$ cat src/rtl/multiplier_pipelined_pkg.sv
// -----------------------------------------------------------------------------
// multiplier_pipelined_pkg
//
// Purpose:
//    Shared width constants for the pipelined unsigned multiplier. The
//    default operand width is 32 bits. The half width (one operand slice)
//    and the full product width are derived from it so the sub-module and
//    the top level agree on their default sizes.
//
// Contents:
//    MP_WIDTH       default operand width in bits
//    MP_HALF_WIDTH  width of one operand half
//    MP_PROD_WIDTH  width of the full-precision product
// -----------------------------------------------------------------------------
package multiplier_pipelined_pkg;

    localparam int MP_WIDTH      = 32;
    localparam int MP_HALF_WIDTH = MP_WIDTH / 2;
    localparam int MP_PROD_WIDTH = 2 * MP_WIDTH;

endpackage : multiplier_pipelined_pkg

$ cat src/rtl/multiplier_pipelined_mul_half.sv
// -----------------------------------------------------------------------------
// mul_half
//
// Purpose:
//    Purely combinational unsigned multiply of two half-width slices. The
//    top level uses four of these to form the partial products of a
//    split-operand multiply. No state is held here; the caller registers
//    the result.
//
// Parameters:
//    HW    slice width in bits
//
// Ports:
//    x_i   input  [HW-1:0]    first unsigned slice
//    y_i   input  [HW-1:0]    second unsigned slice
//    p_o   output [2*HW-1:0]  full-precision unsigned product x_i * y_i
// -----------------------------------------------------------------------------
module mul_half
    import multiplier_pipelined_pkg::*;
#(
    parameter int HW = MP_HALF_WIDTH
) (
    input  logic [HW-1:0]   x_i,
    input  logic [HW-1:0]   y_i,
    output logic [2*HW-1:0] p_o
);

    // Both operands are zero-extended to the product width before the
    // multiply so the result is computed at full precision and stays
    // unsigned regardless of how the tools size the expression.
    always_comb begin
        p_o = {{HW{1'b0}}, x_i} * {{HW{1'b0}}, y_i};
    end

endmodule : mul_half

$ cat src/rtl/multiplier_pipelined.sv
// -----------------------------------------------------------------------------
// multiplier_pipelined
//
// Purpose:
//    Two-stage pipelined unsigned multiplier. A new operand pair is accepted
//    on every rising clock edge and its full-precision product appears on r
//    just after the following edge.
//
//    Stage 1 splits both operands into high and low halves and registers the
//    four half-by-half partial products. Stage 2 recombines them as
//       r = PP_HH << WIDTH + (PP_HL + PP_LH) << WIDTH/2 + PP_LL
//    and registers the result, so r is always driven straight from a flop.
//
// Parameters:
//    WIDTH  operand width in bits, any even value of 4 or more
//
// Ports:
//    clk    input                 rising-edge clock
//    rst    input                 asynchronous active-high reset, clears
//                                 every pipeline register
//    a      input  [WIDTH-1:0]    unsigned multiplicand
//    b      input  [WIDTH-1:0]    unsigned multiplier
//    r      output [2*WIDTH-1:0]  registered unsigned product
// -----------------------------------------------------------------------------
module multiplier_pipelined
    import multiplier_pipelined_pkg::*;
#(
    parameter int WIDTH = MP_WIDTH
) (
    input  logic               clk,
    input  logic               rst,
    input  logic [WIDTH-1:0]   a,
    input  logic [WIDTH-1:0]   b,
    output logic [2*WIDTH-1:0] r
);

    localparam int HALF = WIDTH / 2;
    localparam int PROD = 2 * WIDTH;

    // Operand halves
    logic [HALF-1:0]  aLo;
    logic [HALF-1:0]  aHi;
    logic [HALF-1:0]  bLo;
    logic [HALF-1:0]  bHi;

    // Stage-1 partial products: next-state from the multipliers, and the
    // registered copies that feed stage 2
    logic [WIDTH-1:0] ppLl_d;
    logic [WIDTH-1:0] ppLh_d;
    logic [WIDTH-1:0] ppHl_d;
    logic [WIDTH-1:0] ppHh_d;
    logic [WIDTH-1:0] ppLl_q;
    logic [WIDTH-1:0] ppLh_q;
    logic [WIDTH-1:0] ppHl_q;
    logic [WIDTH-1:0] ppHh_q;

    // Stage-2 recombination and output register
    logic [WIDTH:0]   midSum;
    logic [PROD-1:0]  prod_d;
    logic [PROD-1:0]  prod_q;

    // Split each operand into its low and high halves. Naming follows the
    // partial-product convention: the first letter is the a half, the second
    // letter is the b half.
    always_comb begin
        aLo = a[HALF-1:0];
        aHi = a[WIDTH-1:HALF];
        bLo = b[HALF-1:0];
        bHi = b[WIDTH-1:HALF];
    end

    // Four half-width multipliers generate the partial products. They are
    // purely combinational; the registers that hold their results live in
    // this module so the pipeline boundary is visible in one place.
    mul_half #(.HW(HALF)) uMulLl (
        .x_i (aLo),
        .y_i (bLo),
        .p_o (ppLl_d)
    );

    mul_half #(.HW(HALF)) uMulLh (
        .x_i (aLo),
        .y_i (bHi),
        .p_o (ppLh_d)
    );

    mul_half #(.HW(HALF)) uMulHl (
        .x_i (aHi),
        .y_i (bLo),
        .p_o (ppHl_d)
    );

    mul_half #(.HW(HALF)) uMulHh (
        .x_i (aHi),
        .y_i (bHi),
        .p_o (ppHh_d)
    );

    // Stage 1 register: capture all four partial products on the edge that
    // samples the operands. Operand activity between edges therefore never
    // reaches the output. Reset clears the stage immediately so any product
    // in flight is dropped.
    always_ff @(posedge clk or posedge rst) begin
        if (rst) begin
            ppLl_q <= '0;
            ppLh_q <= '0;
            ppHl_q <= '0;
            ppHh_q <= '0;
        end else begin
            ppLl_q <= ppLl_d;
            ppLh_q <= ppLh_d;
            ppHl_q <= ppHl_d;
            ppHh_q <= ppHh_d;
        end
    end

    // Stage 2 combine. The two cross terms can together exceed WIDTH bits,
    // so they are summed at WIDTH+1 bits to keep that carry. PP_HH and PP_LL
    // occupy disjoint bit ranges of the product, so they are simply
    // concatenated; only the shifted middle term needs a real addition.
    // The middle term is zero-padded on top to the full product width.
    always_comb begin
        midSum = {1'b0, ppHl_q} + {1'b0, ppLh_q};
        prod_d = {ppHh_q, ppLl_q}
               + {{(HALF - 1){1'b0}}, midSum, {HALF{1'b0}}};
    end

    // Stage 2 register: the output is taken directly from this flop so
    // there is no combinational path from the operands to r. Reset clears
    // it together with stage 1, so r reads zero until the first product
    // captured after reset has passed through both stages.
    always_ff @(posedge clk or posedge rst) begin
        if (rst) begin
            prod_q <= '0;
        end else begin
            prod_q <= prod_d;
        end
    end

    assign r = prod_q;

endmodule : multiplier_pipelined

$ cat config.mk
export PLATFORM = sky130hd
export DESIGN_NAME = multiplier_pipelined
export DESIGN_NICKNAME = d
export VERILOG_FILES = /design/src/rtl/multiplier_pipelined_pkg.sv /design/src/rtl/multiplier_pipelined_mul_half.sv /design/src/rtl/multiplier_pipelined.sv
export SDC_FILE = /design/constraint.sdc
export NUM_CORES = 2
export LEC_CHECK = 0
export ABC_AREA = 0
export ABC_CLOCK_PERIOD_IN_PS = 8300
export CAP_MARGIN = 20
export CORE_MARGIN = 10
export CORE_UTILIZATION = 45
export CTS_CLUSTER_SIZE = 14
export DETAILED_ROUTE_END_ITERATION = 8
export PLACE_DENSITY = 0.57
export SKIP_CTS_REPAIR_TIMING = 1
export SLEW_MARGIN = 0
export SYNTH_ARGS = -nofsm -noshare
export SYNTH_HDL_FRONTEND = slang
export SYNTH_SLANG_ARGS = --single-unit
$ cat constraint.sdc
create_clock -name clk -period 8.3 [get_ports clk]
set_input_delay 2.075 -clock clk [delete_from_list [all_inputs] [get_ports clk]]
set_output_delay 2.075 -clock clk [all_outputs]
set_load 0.02 [all_outputs]
==> run_results.csv <==
group,metric,value,unit
placement,place_hpwl,98700,µm
setup_path,worstPathRequired,8.67,ns
final_layout,diodes,0,
status,outcome,"complete, no violations",
global_route,grt_pass1_wl,189000,µm
setup_path,cp_max_fo,16,
setup_path,worstSetupStartpointType,"input port",
setup_path,cp.depth,21,
placement,place_congestion,0.905,
floorplanning,die_x,327,µm
detailed_routing,drt-initial-drc-count,2042,
timing,period_minus_slack,7.99,ns
placement,io_buffers,129,
yosys,yosys.cell_types.count,73,
timing,finalSetupViolCount,0,
setup_path,reg2regPathDepth,17,
setup_path,critPathSlowestCell,"clkdlybuf4s50_1",
detailed_routing,ant_nets,0,
min_path,hold_depth,0,
floorplanning,rows,112,
timing,hold_ws,0.345,ns
detailed_routing,totalWireLength,116000,µm
clocking,cts_sinks,192,
timing,hold_violations,0,
final_layout,nFillCells,8775,
yosys,synth-edff-count,0,
final_layout,register_area,0.00480,mm²
final_layout,finalNetCount,6309,
yosys,synth_area,0.0424,mm²
setup_path,cpMostUsedCell,"fa_1",
detailed_routing,dr.pass1.iters,5,
floorplanning,core_area,0.0933,mm²
yosys,seq_area_frac_synth,11.3,%
timing,slew_viol_final,0,
flow_run,cap_violations,0,
setup_path,crit_buf_inv,5,
detailed_routing,viasPerCell,5.09,
global_route,grt_max_degree,132,
setup_path,slowest_delay,0.57,ns
final_layout,synthToLayoutAreaGrowth,15.1,%
global_route,grt_pass1_vias,33800,
final_layout,drive_above_1_share,9.01,%
clocking,root_buffer,"clkbuf_16",
floorplanning,die_h,327,µm
setup_path,crit_family,"adder cells",
yosys,synth_fp_nets,5984,
global_route,track_usage,22.5,%
floorplanning,dieArea,0.107,mm²
yosys,synth_flop_cell,"dfrtp_1",
setup_path,critical_path_class,"in2reg",
clocking,clkTransAtPathRegs,0.08,ns
detailed_routing,vias,31800,
global_route,grt_overflow,0,
setup_path,worstSetupEndpointType,"flip-flop",
timing,skew,0.0217,ns
setup_path,cp_cell_sequence,"clkdlybuf4s50_1, buf_12, and2_1, fa_1, inv_1, fa_1, inv_1, fa_1, fa_1, fa_1, fa_1, ha_1, a21o_1, a21oi_1, o21ai_0, or3_1, o211ai_1, buf_4, a21oi_1, a221oi_1, xnor2_1",
detailed_routing,wire_per_inst,18.6,µm
timing,slew_headroom,37.0,%
clocking,h-tree-depth,4,
clocking,cts-buffers-inserted,17,
clocking,clock_latency,0.50,ns
yosys,syn_inst,4659,
setup_path,cp_data_arrival_time,8.36,ns
timing,period_share,96.3,%
yosys,synth-async-reset-ratio,100,%
yosys,synth_seq_cells,192,
yosys,syn_area_per_cell,9.09,µm²
global_route,antenna_found_initial,18,
yosys,synth_warnings,0,
timing,worstMarginPinSlew,0.943,ns
final_layout,multi_input_area,0.0332,mm²
timing,fmax,125,MHz
min_path,min_path_type,"reg2reg",
floorplanning,start_util,45.4,%
detailed_routing,drc,0,
clocking,cts_tree,"yes",
clocking,cts_max_path_buffers,2,
floorplanning,ios,130,
timing,rsz0062_at_grt,"false",
## cells by family (layout without fill, tap and decap cells)
| family | after synthesis | after routing | share of synthesized area (%) |
|---|---|---|---|
| compound gates | 486 | 486 | 7.64 |
| simple gates | 1379 | 1379 | 16.0 |
| mux | 1 | 1 | 0.0266 |
| xor+xnor | 183 | 183 | 3.78 |
| buf+inv | 1159 | 1497 | 10.3 |
| fa+ha+maj | 1259 | 1259 | 51.0 |
| flops | 192 | 192 | 11.3 |
## placed cells by master, fill, tap and decap left out, drive strengths merged, types with 23 or more instances in the layout
cell type / netlist / layout
inv: 946 / 949
fa: 778 / 778
nand2: 635 / 635
and2: 492 / 492
ha: 481 / 481
buf: 3 / 390
dfrtp: 192 / 192
a21oi: 139 / 139
clkdlybuf4s50: 0 / 128
xnor2: 118 / 118
nor2: 102 / 102
o21ai: 82 / 82
a21o: 81 / 81
xor2: 65 / 65
nand3: 29 / 29
o21bai: 27 / 27
nand4: 25 / 25
nor3: 25 / 25
a211oi: 24 / 24
o21a: 23 / 23
## Yosys cell counts, types with 5 or more instances
master	instances	area, µm²
a211oi_1	22	165
a21o_1	81	608
a21oi_1	139	696
a221oi_1	7	61.3
a31oi_1	21	131
and2_1	492	3080
and3_1	20	125
and4_1	6	52.6
clkbuf_1	209	785
dfrtp_1	192	4800
fa_1	778	15600
ha_1	481	6020
inv_1	946	3550
nand2_1	635	2380
nand2b_1	8	50.1
nand3_1	28	140
nand4_1	25	156
nor2_1	102	383
nor2b_1	9	56.3
nor3_1	25	125
o2111ai_1	5	43.8
o211ai_1	13	97.6
o21a_1	23	173
o21ai_0	82	410
o21bai_1	27	203
o31ai_1	10	75.1
or3_1	7	43.8
xnor2_1	118	1030
xor2_1	65	569
## flip-flops by register name, indices dropped and copies added, names as in the netlist
| name | count |
|---|---|
| ppLh_q | 32 |
| r | 64 |
| ppHh_q | 32 |
| ppHl_q | 32 |
| ppLl_q | 32 |
## path summary, 6_finish.rpt
path                       slack (ns)          to       from
max                              0.31  ppLl_q[30]       a[5]
min                              0.34        r[9]  ppLl_q[9]
max reg2reg                      2.65       r[59]  ppHl_q[0]
min reg2reg                      0.34        r[9]  ppLl_q[9]
max in group asynchronous        4.71       r[61]        rst
min in group asynchronous        2.18       r[17]        rst
## routing by layer
metal	vias to the layer above	wire length [µm]	track usage [%]
met2	925	50700	34.7
met1	15900	52800	31.3
met3	144	9690	5.70
li1	14900	-	-
met4	2	3030	5.80
met5	-	13	0
## cell type report
class	count	area share, %
multi-input combinational	3308	68.1
clock buffer	22	0.952
timing repair buffer	519	10.3
clock inverter	10	0.308
tap	1254	3.22
sequential	192	9.85
inverter	946	7.30
## stage by stage
| step | setup TNS [ns] | instances | util, % | area, µm² | worst slack, ns |
|---|---|---|---|---|---|
| 6_report | 0 | 6251 | 52.3 | 48800 | 0.310 |
| 5_1_grt | 0 | 6251 | 52.3 | 48800 | 0.0120 |
| 4_1_cts | 0 | 6251 | 52.3 | 48800 | 0.296 |
| 3_5_place_dp | -2.23 | 6219 | 51.6 | 48200 | -0.227 |
| 3_3_place_gp | -1.16 | 6219 | 51.6 | 48200 | -0.194 |
| 2_1_floorplan | 0 | 4659 | - | 42400 | 0.501 |
Power is not shown: default switching activity piles up to over one toggle a cycle in this logic, so the estimate is an artifact.
